**src/rtl/instr_pipe_ctrl.sv**
```systemverilog
// Drives the OF/EX/MA/WB instruction latches that the forwarding unit and the stage datapaths read.
// Shifts one instruction per cycle, inserts one bubble on a load-use hazard, and squashes on a taken branch.
module instr_pipe_ctrl #(
    parameter logic [31:0] NOP_INSTR = 32'h6800_0000,
    parameter int          CNT_W     = 16
) (
    input  logic             clk,
    input  logic             rst,
    input  logic [31:0]      instr_IF,
    input  logic             branch_taken_EX,
    output logic [31:0]      instruction_OF,
    output logic [31:0]      instruction_EX,
    output logic [31:0]      instruction_MA,
    output logic [31:0]      instruction_WB,
    output logic             stall_IF,
    output logic [CNT_W-1:0] stall_count,
    output logic [CNT_W-1:0] flush_count
);

    localparam logic [4:0]       OP_LD   = 5'b01110;
    localparam logic [4:0]       OP_ST   = 5'b01111;
    localparam logic [4:0]       OP_RET  = 5'b10100;
    localparam logic [3:0]       REG_RA  = 4'd15;
    localparam logic [CNT_W-1:0] CNT_MAX = '1;

    logic [4:0] of_op;
    logic [4:0] ex_op;
    logic       of_imm;
    logic [3:0] of_rs1;
    logic [3:0] of_rs2;
    logic [3:0] ex_rd;
    logic       reads_rs1;
    logic       reads_rs2;
    logic       reads_ra;
    logic       load_use;
    logic       flush;

    assign of_op  = instruction_OF[31:27];
    assign of_imm = instruction_OF[26];
    assign of_rs1 = instruction_OF[21:18];
    assign of_rs2 = instruction_OF[17:14];
    assign ex_op  = instruction_EX[31:27];
    assign ex_rd  = instruction_EX[25:22];

    // A store's data register (rd field) is deliberately not a hazard source: the WB->MA forward covers it.
    assign reads_rs1 = (of_op <= 5'b00111)
                     || ((of_op >= 5'b01010) && (of_op <= 5'b01100))
                     || (of_op == OP_LD)
                     || (of_op == OP_ST);
    assign reads_rs2 = !of_imm && (of_op <= 5'b01100);
    assign reads_ra  = (of_op == OP_RET);

    assign load_use = (ex_op == OP_LD)
                   && ((reads_rs1 && (of_rs1 == ex_rd))
                    || (reads_rs2 && (of_rs2 == ex_rd))
                    || (reads_ra  && (ex_rd == REG_RA)));

    assign flush    = branch_taken_EX;
    assign stall_IF = load_use && !flush && !rst;

    // Flush beats stall; MA and WB shift unconditionally since memory never back-pressures.
    always_ff @(posedge clk or posedge rst) begin
        if (rst) begin
            instruction_OF <= NOP_INSTR;
            instruction_EX <= NOP_INSTR;
            instruction_MA <= NOP_INSTR;
            instruction_WB <= NOP_INSTR;
            stall_count    <= '0;
            flush_count    <= '0;
        end else begin
            instruction_MA <= instruction_EX;
            instruction_WB <= instruction_MA;
            if (flush) begin
                instruction_OF <= NOP_INSTR;
                instruction_EX <= NOP_INSTR;
                if (flush_count != CNT_MAX) begin
                    flush_count <= flush_count + CNT_W'(1);
                end
            end else if (load_use) begin
                instruction_EX <= NOP_INSTR;
                if (stall_count != CNT_MAX) begin
                    stall_count <= stall_count + CNT_W'(1);
                end
            end else begin
                instruction_OF <= instr_IF;
                instruction_EX <= instruction_OF;
            end
        end
    end

endmodule

```
**config.mk**
```make
export PLATFORM = sky130hd
export DESIGN_NAME = instr_pipe_ctrl
export DESIGN_NICKNAME = d
export VERILOG_FILES = /design/src/rtl/instr_pipe_ctrl.sv
export SDC_FILE = /design/constraint.sdc
export NUM_CORES = 1
export LEC_CHECK = 0
export ABC_AREA = 1
export CAP_MARGIN = 20
export CELL_PAD_IN_SITES_DETAIL_PLACEMENT = 1
export CELL_PAD_IN_SITES_GLOBAL_PLACEMENT = 2
export CORE_UTILIZATION = 28
export DETAILED_ROUTE_END_ITERATION = 12
export PLACE_DENSITY_LB_ADDON = 0.1
export RECOVER_POWER = 100
export SYNTH_ARGS = -nofsm -noshare
export SYNTH_HDL_FRONTEND = slang
export SYNTH_SLANG_ARGS = --single-unit
```
**constraint.sdc**
```tcl
create_clock -name clk -period 5.6 [get_ports clk]
set_clock_uncertainty 0.05 [all_clocks]
set_input_delay 0.56 -clock clk [delete_from_list [all_inputs] [get_ports clk]]
set_output_delay 0.56 -clock clk [all_outputs]
set_load 0.005 [all_outputs]
```
==> metrics.cfg, run 1 <==
[synthesis]
synth_top_area_share_pct=62.6
ys_types=24
async_flop_share_pct=100
synth_area_leaders=dfrtp_1 (63%), nand2_1 (7.1%), dfstp_2 (5.3%), nand3_1 (4.1%), inv_1 (3.6%)
syn-instance-count=555
synth_edf_count=0
avgSynthCellArea_sq_um=10.7
synth_common_cells=dfrtp_1 (148), nand2_1 (112), inv_1 (57)
seq_area_frac_synth_pct=67.9
ys_seq_elements=160
syn-cell-area_sq_mm=0.00592
ys.flop_type=dfrtp_1
synth_nets=592
yosysMostFrequentCell=dfrtp_1
yosysWarnings=0
yosysTopAreaCell=dfrtp_1

[floorplanning]
dieArea_sq_mm=0.0217
start_util_pct=28.9
num_rows=52
coreArea_sq_mm=0.0205
die_h_microns=147
ioPinCount=196
dieWidth_microns=147

[place]
io_buffers=195
routabilityCongestion=0.776
dpl.cell_count=1005
hpwl_mm=12.0

[clock_tree]
clkTransAtPathRegs_ns=0.08
post_cts_buffers=0
htreeDepth=4
clock_sinks=160
clock_path_buffers=2
cts_resized=0
cts_hold_buf=0
root_buffer=clkbuf_16
tritoncts=done
numCtsBuffers=17
clkLatencyLatePin_ns=0.44

[global_routing]
busiest_layer=met2
met2_usage_pct=27.6
track_usage_pct=16.8
antenna_found_initial=0
grt_max_degree=73
grt_overflow_total=0
grtUsageMet3_pct=5.03
grt_use_met1_pct=21.2
grt_pass1_wl_mm=27.8
grt_pass1_vias=4964

[worst_setup_path]
r2r_cells=7
cp.arrival_ns=3.97
timing.rr.start=instruction_EX[24]
setup.worst_path.start_class=flip-flop
rrSetupSlack_ns=1.85
crit_fanout=33
end_kind=flip-flop
r2r-end=instruction_EX[20]
cp.required_ns=5.82
crit_type=flip-flop to flip-flop

[min_path]
hold_path_class=flip-flop to flip-flop
min_path_cells=0
hold-path-endpoint=instruction_WB[26]
holdCritStartpoint=instruction_MA[26]

[routing]
dr.pass1.iters=4
ant_nets=0
drt_iter0_markers=124
dr_total_vias=4585
viasPerCell=4.42
route.detailed.drc=0
drt-total-wl_mm=17.2
wl_per_cell_microns=16.6

[timing]
finalSetupViolCount=0
grt_setup_unrepaired=no
worst_pin_slew_ns=3.23
slew_headroom_pct=-117
fin_tns_setup_ns=0
post-route-period-util_pct=67.0
hold_violations=0
min_period_ns=3.75
fmax_mhz=267
slew_violations=73

[cells_and_area]
area_growth_pct=47.4
drive_gt1_share_pct=6.13
layout.nets=791
final_cells=1037
antenna_cells=0

[power]
p_leak_nw=4.32
p_per_area_mw_per_mm2=313
ir_worst_vdd_mv=0.204

[job]
cap_viol_max_count=1

[outcome]
status=finished, violations left
violations=capacitance limit, slew limit

[worst max-delay path, stage by stage (launching register included)]
cell	delay, ns
dfrtp_1	0.43
inv_2	0.07
nor3_1	0.26
nand2_1	0.09
a21oi_1	0.41
nand2_1	0.92
inv_1	1.20
nor3_1	0.14
[logic make-up after synthesis]
family,share of synthesized area (%)
flops,67.9
compound gates,3.57
fa+ha+maj,0.423
buf+inv,5.29
simple gates,18.4
xor+xnor,4.44
[final cells by class]
| type | count | area [sq um] |
|---|---|---|
| Tap cell | 270 | 338 |
| Multi-Input combinational cell | 316 | 1560 |
| Inverter | 61 | 230 |
| Clock inverter | 15 | 183 |
| Sequential cell | 160 | 4020 |
| Clock buffer | 17 | 425 |
| Timing Repair Buffer | 198 | 1970 |
| Fill cell | 2281 | 11800 |
[report_power, final]
part / internal [mW] / total [mW] / leakage, nW / switching (mW)
clock: 0.610 / 1.18 / 0.299 / 0.572
sequential: 1.22 / 1.28 / 2.09 / 0.0544
combinational: 0.143 / 0.275 / 1.93 / 0.131
[routing by layer]
layer / up-vias / part of all wire [%]
met3: 17 / 5.5
met5: - / 0
met4: 0 / 1.2
li1: 2181 / -
met2: 122 / 48
met1: 2265 / 45
[flip-flops by register name, summed over array words and instances, names as in the netlist]
register	cells
instruction_EX	32
instruction_MA	32
instruction_OF	32
instruction_WB	32
flush_count	16
stall_count	16
[worst max path at each step]
stage / from / slack, ns / endpoint / cells after the start
floorplan: rst / 0.69 / flush_count[0] / 1
global placement: branch_taken_EX / 2.52 / stall_IF / 5
detailed placement: branch_taken_EX / 2.49 / stall_IF / 5
CTS: instruction_OF[29] / 2.19 / stall_IF / 9
global route: rst / 1.21 / flush_count[0] / 3
finish: instruction_EX[24] / 1.85 / instruction_EX[20] / 7
[layout by cell type (no fill, tap or decap), types with 7 or more instances in the layout]
| master | n |
|---|---|
| nand4_1 | 7 |
| clkdlybuf4s50_1 | 32 |
| clkbuf_16 | 17 |
| dfstp_2 | 7 |
| nand3_1 | 48 |
| o21ai_0 | 39 |
| nand2_1 | 113 |
| xor2_1 | 18 |
| nor3_1 | 39 |
| inv_8 | 7 |
| nor2_1 | 33 |
| dfrtp_1 | 148 |
| dlygate4sd3_1 | 162 |
| inv_1 | 57 |
| xnor2_1 | 12 |
[per-stage QoR]
stage               power [mW]  utilization [%]  cell area (sq um)  hold slack [ns]  worst slack (ns)
global placement          1.60             39.7               8150            0.305              2.52
finish                    2.73             42.6               8720            0.311              1.85
global route              2.87             42.6               8720            0.322              1.21
detailed placement        1.61             39.7               8150            0.309              2.49
floorplan                 1.41                -               5920            0.312             0.690
CTS                       2.81             42.7               8750            0.321              2.19
Power figures use the tool's default switching activity.
==> run 2, diff against run 1 <==
Settings changed: CORE_UTILIZATION 28 to 25.
Clock period 5.6 ns to 3.1 ns, I/O delays scaled along.
==> metrics.cfg, run 2 (synthesis results as in run 1) <==
[routing]
drt_iter0_markers=135
wl_met3_microns=945
wl_met2_mm=8.84
viasPerCell=4.28
drt-total-wl_mm=18.1
dr_total_vias=4649
highest_layer=met4
dr.pass1.iters=4
ant_nets=0
wl_per_cell_microns=16.7
route.detailed.drc=0
wl_met1_mm=8.09

[cells_and_area]
layout_commonest_cell=dlygate4sd3_1
fin_area_sq_mm=0.00874
layout_common_cells=dlygate4sd3_1 (160), dfrtp_1 (148), nand2_1 (113)
antenna_cells=0
area_growth_pct=47.7
utilization_pct=38.1
final_cells=1085
fillCellCount=2562
layout.nets=796
drive_gt1_share_pct=6.61

[worst_setup_path]
cpMaxStageDelayCell=clkdlybuf4s50_1
setup.worst_path.start_class=flip-flop
crit_top_cell=nand2_1
crit_fanout=6
timing.rr.start=instruction_EX[23]
critPathBufInv=1
end_kind=primary output
cp.arrival_ns=2.40
cp.required_ns=2.74
cp-startpoint=instruction_EX[23]
crit_type=flip-flop to primary output
cp_top_family=simple AND/OR/NAND/NOR gates
cp_cell_sequence=nand2_1 -> nor3_2 -> nand2_1 -> a21oi_1 -> nand3_4 -> nor2_1 -> clkdlybuf4s50_1
slowest_delay_ns=0.55

[floorplanning]
die_h_microns=156
coreArea_sq_mm=0.0229
ioPinCount=196
num_rows=55
dieWidth_microns=156
dieArea_sq_mm=0.0243
start_util_pct=25.8

[power]
p_per_area_mw_per_mm2=545
ir_worst_vdd_mv=0.274
p_leak_nw=4.27

[clock_tree]
clkTransAtPathRegs_ns=0.07
cts_hold_buf=0
root_buffer=clkbuf_16
cts_resized=0
clock_sinks=160
htreeDepth=4
tritoncts=done
clock_path_buffers=2
clkLatencyLatePin_ns=0.42
numCtsBuffers=17
post_cts_buffers=0

[global_routing]
grt_pass1_vias=5078
track_usage_pct=15.8
grt_pass1_wl_mm=29.0
antenna_found_initial=0
grt_max_degree=46
grt_overflow_total=0

[job]
cap_viol_max_count=1

[timing]
slew_violations=32
fin_tns_setup_ns=0
grt_setup_unrepaired=no
worst_pin_slew_ns=1.76
post-route-period-util_pct=88.9
finalSetupViolCount=0
slew_headroom_pct=-17.5
hold_violations=0
fmax_mhz=363
min_period_ns=2.76

[outcome]
violations=capacitance limit, slew limit
status=finished, violations left

[min_path]
hold_path_class=input pin to asynchronous set/reset pin

[place]
dpl.cell_count=1053
hpwl_mm=13.1
postPlaceCellArea_sq_mm=0.00824
routabilityCongestion=0.743
io_buffers=195

## run 2: cell count changes in the layout (fill, tap and decap cells not counted), moves of 2 or more
cell and change:
clkbuf_2 +4, clkdlybuf4s50_1 +2, dlygate4sd3_1 -2, inv_8 -7
dfstp_2 -2, dfstp_1 +2, clkinv_8 -4, clkinvlp_4 +6
clkbuf_1 +2, inv_6 +4
## run 2: metrics by stage
step,setup WS (ns),total power [mW],hold WS [ns]
6_report,0.343,4.76,0.221
4_1_cts,0.401,4.90,0.0867
2_1_floorplan,0.721,2.54,0.312
3_5_place_dp,0.776,2.92,0.309
5_1_grt,0.109,4.99,0.222
3_3_place_gp,0.838,2.91,0.306
## run 2: per-layer routing
layer  vias to the layer above  global-route usage, %
met3                        14                   4.06
met2                       122                   26.2
met5                         -                      0
li1                       2177                      -
met1                      2336                   20.0
met4                         0                   4.86
## run 2: layout make-up
class / count / area [sq um] / share of cell area [%]
Tap cell: 313 / 392 / 4.48
Timing Repair Buffer: 203 / 1990 / 22.8
Clock buffer: 18 / 429 / 4.91
Inverter: 61 / 230 / 2.63
Sequential cell: 160 / 4020 / 46.0
Clock inverter: 14 / 108 / 1.23
Multi-Input combinational cell: 316 / 1570 / 18.0
## run 2: final timing paths
check | slack, ns | cells past startpoint | endpoint
max in group asynchronous | 0.91 | 3 | stall_count[2]
worst max-delay path | 0.34 | 7 | stall_IF
worst min-delay path | 0.22 | 2 | instruction_EX[31]
worst min register to register | 0.31 | 0 | instruction_WB[8]
min in group clk | 0.31 | 0 | instruction_WB[8]
worst max register to register | 0.39 | 7 | instruction_EX[3]
## run 2: power breakdown
group / total [mW] / switching, mW / internal, mW / leakage (nW)
sequential: 2.31 / 0.103 / 2.21 / 2.09
clock: 1.95 / 0.914 / 1.03 / 0.246
combinational: 0.504 / 0.243 / 0.260 / 1.94
total: 4.76 / 1.26 / 3.50 / 4.27
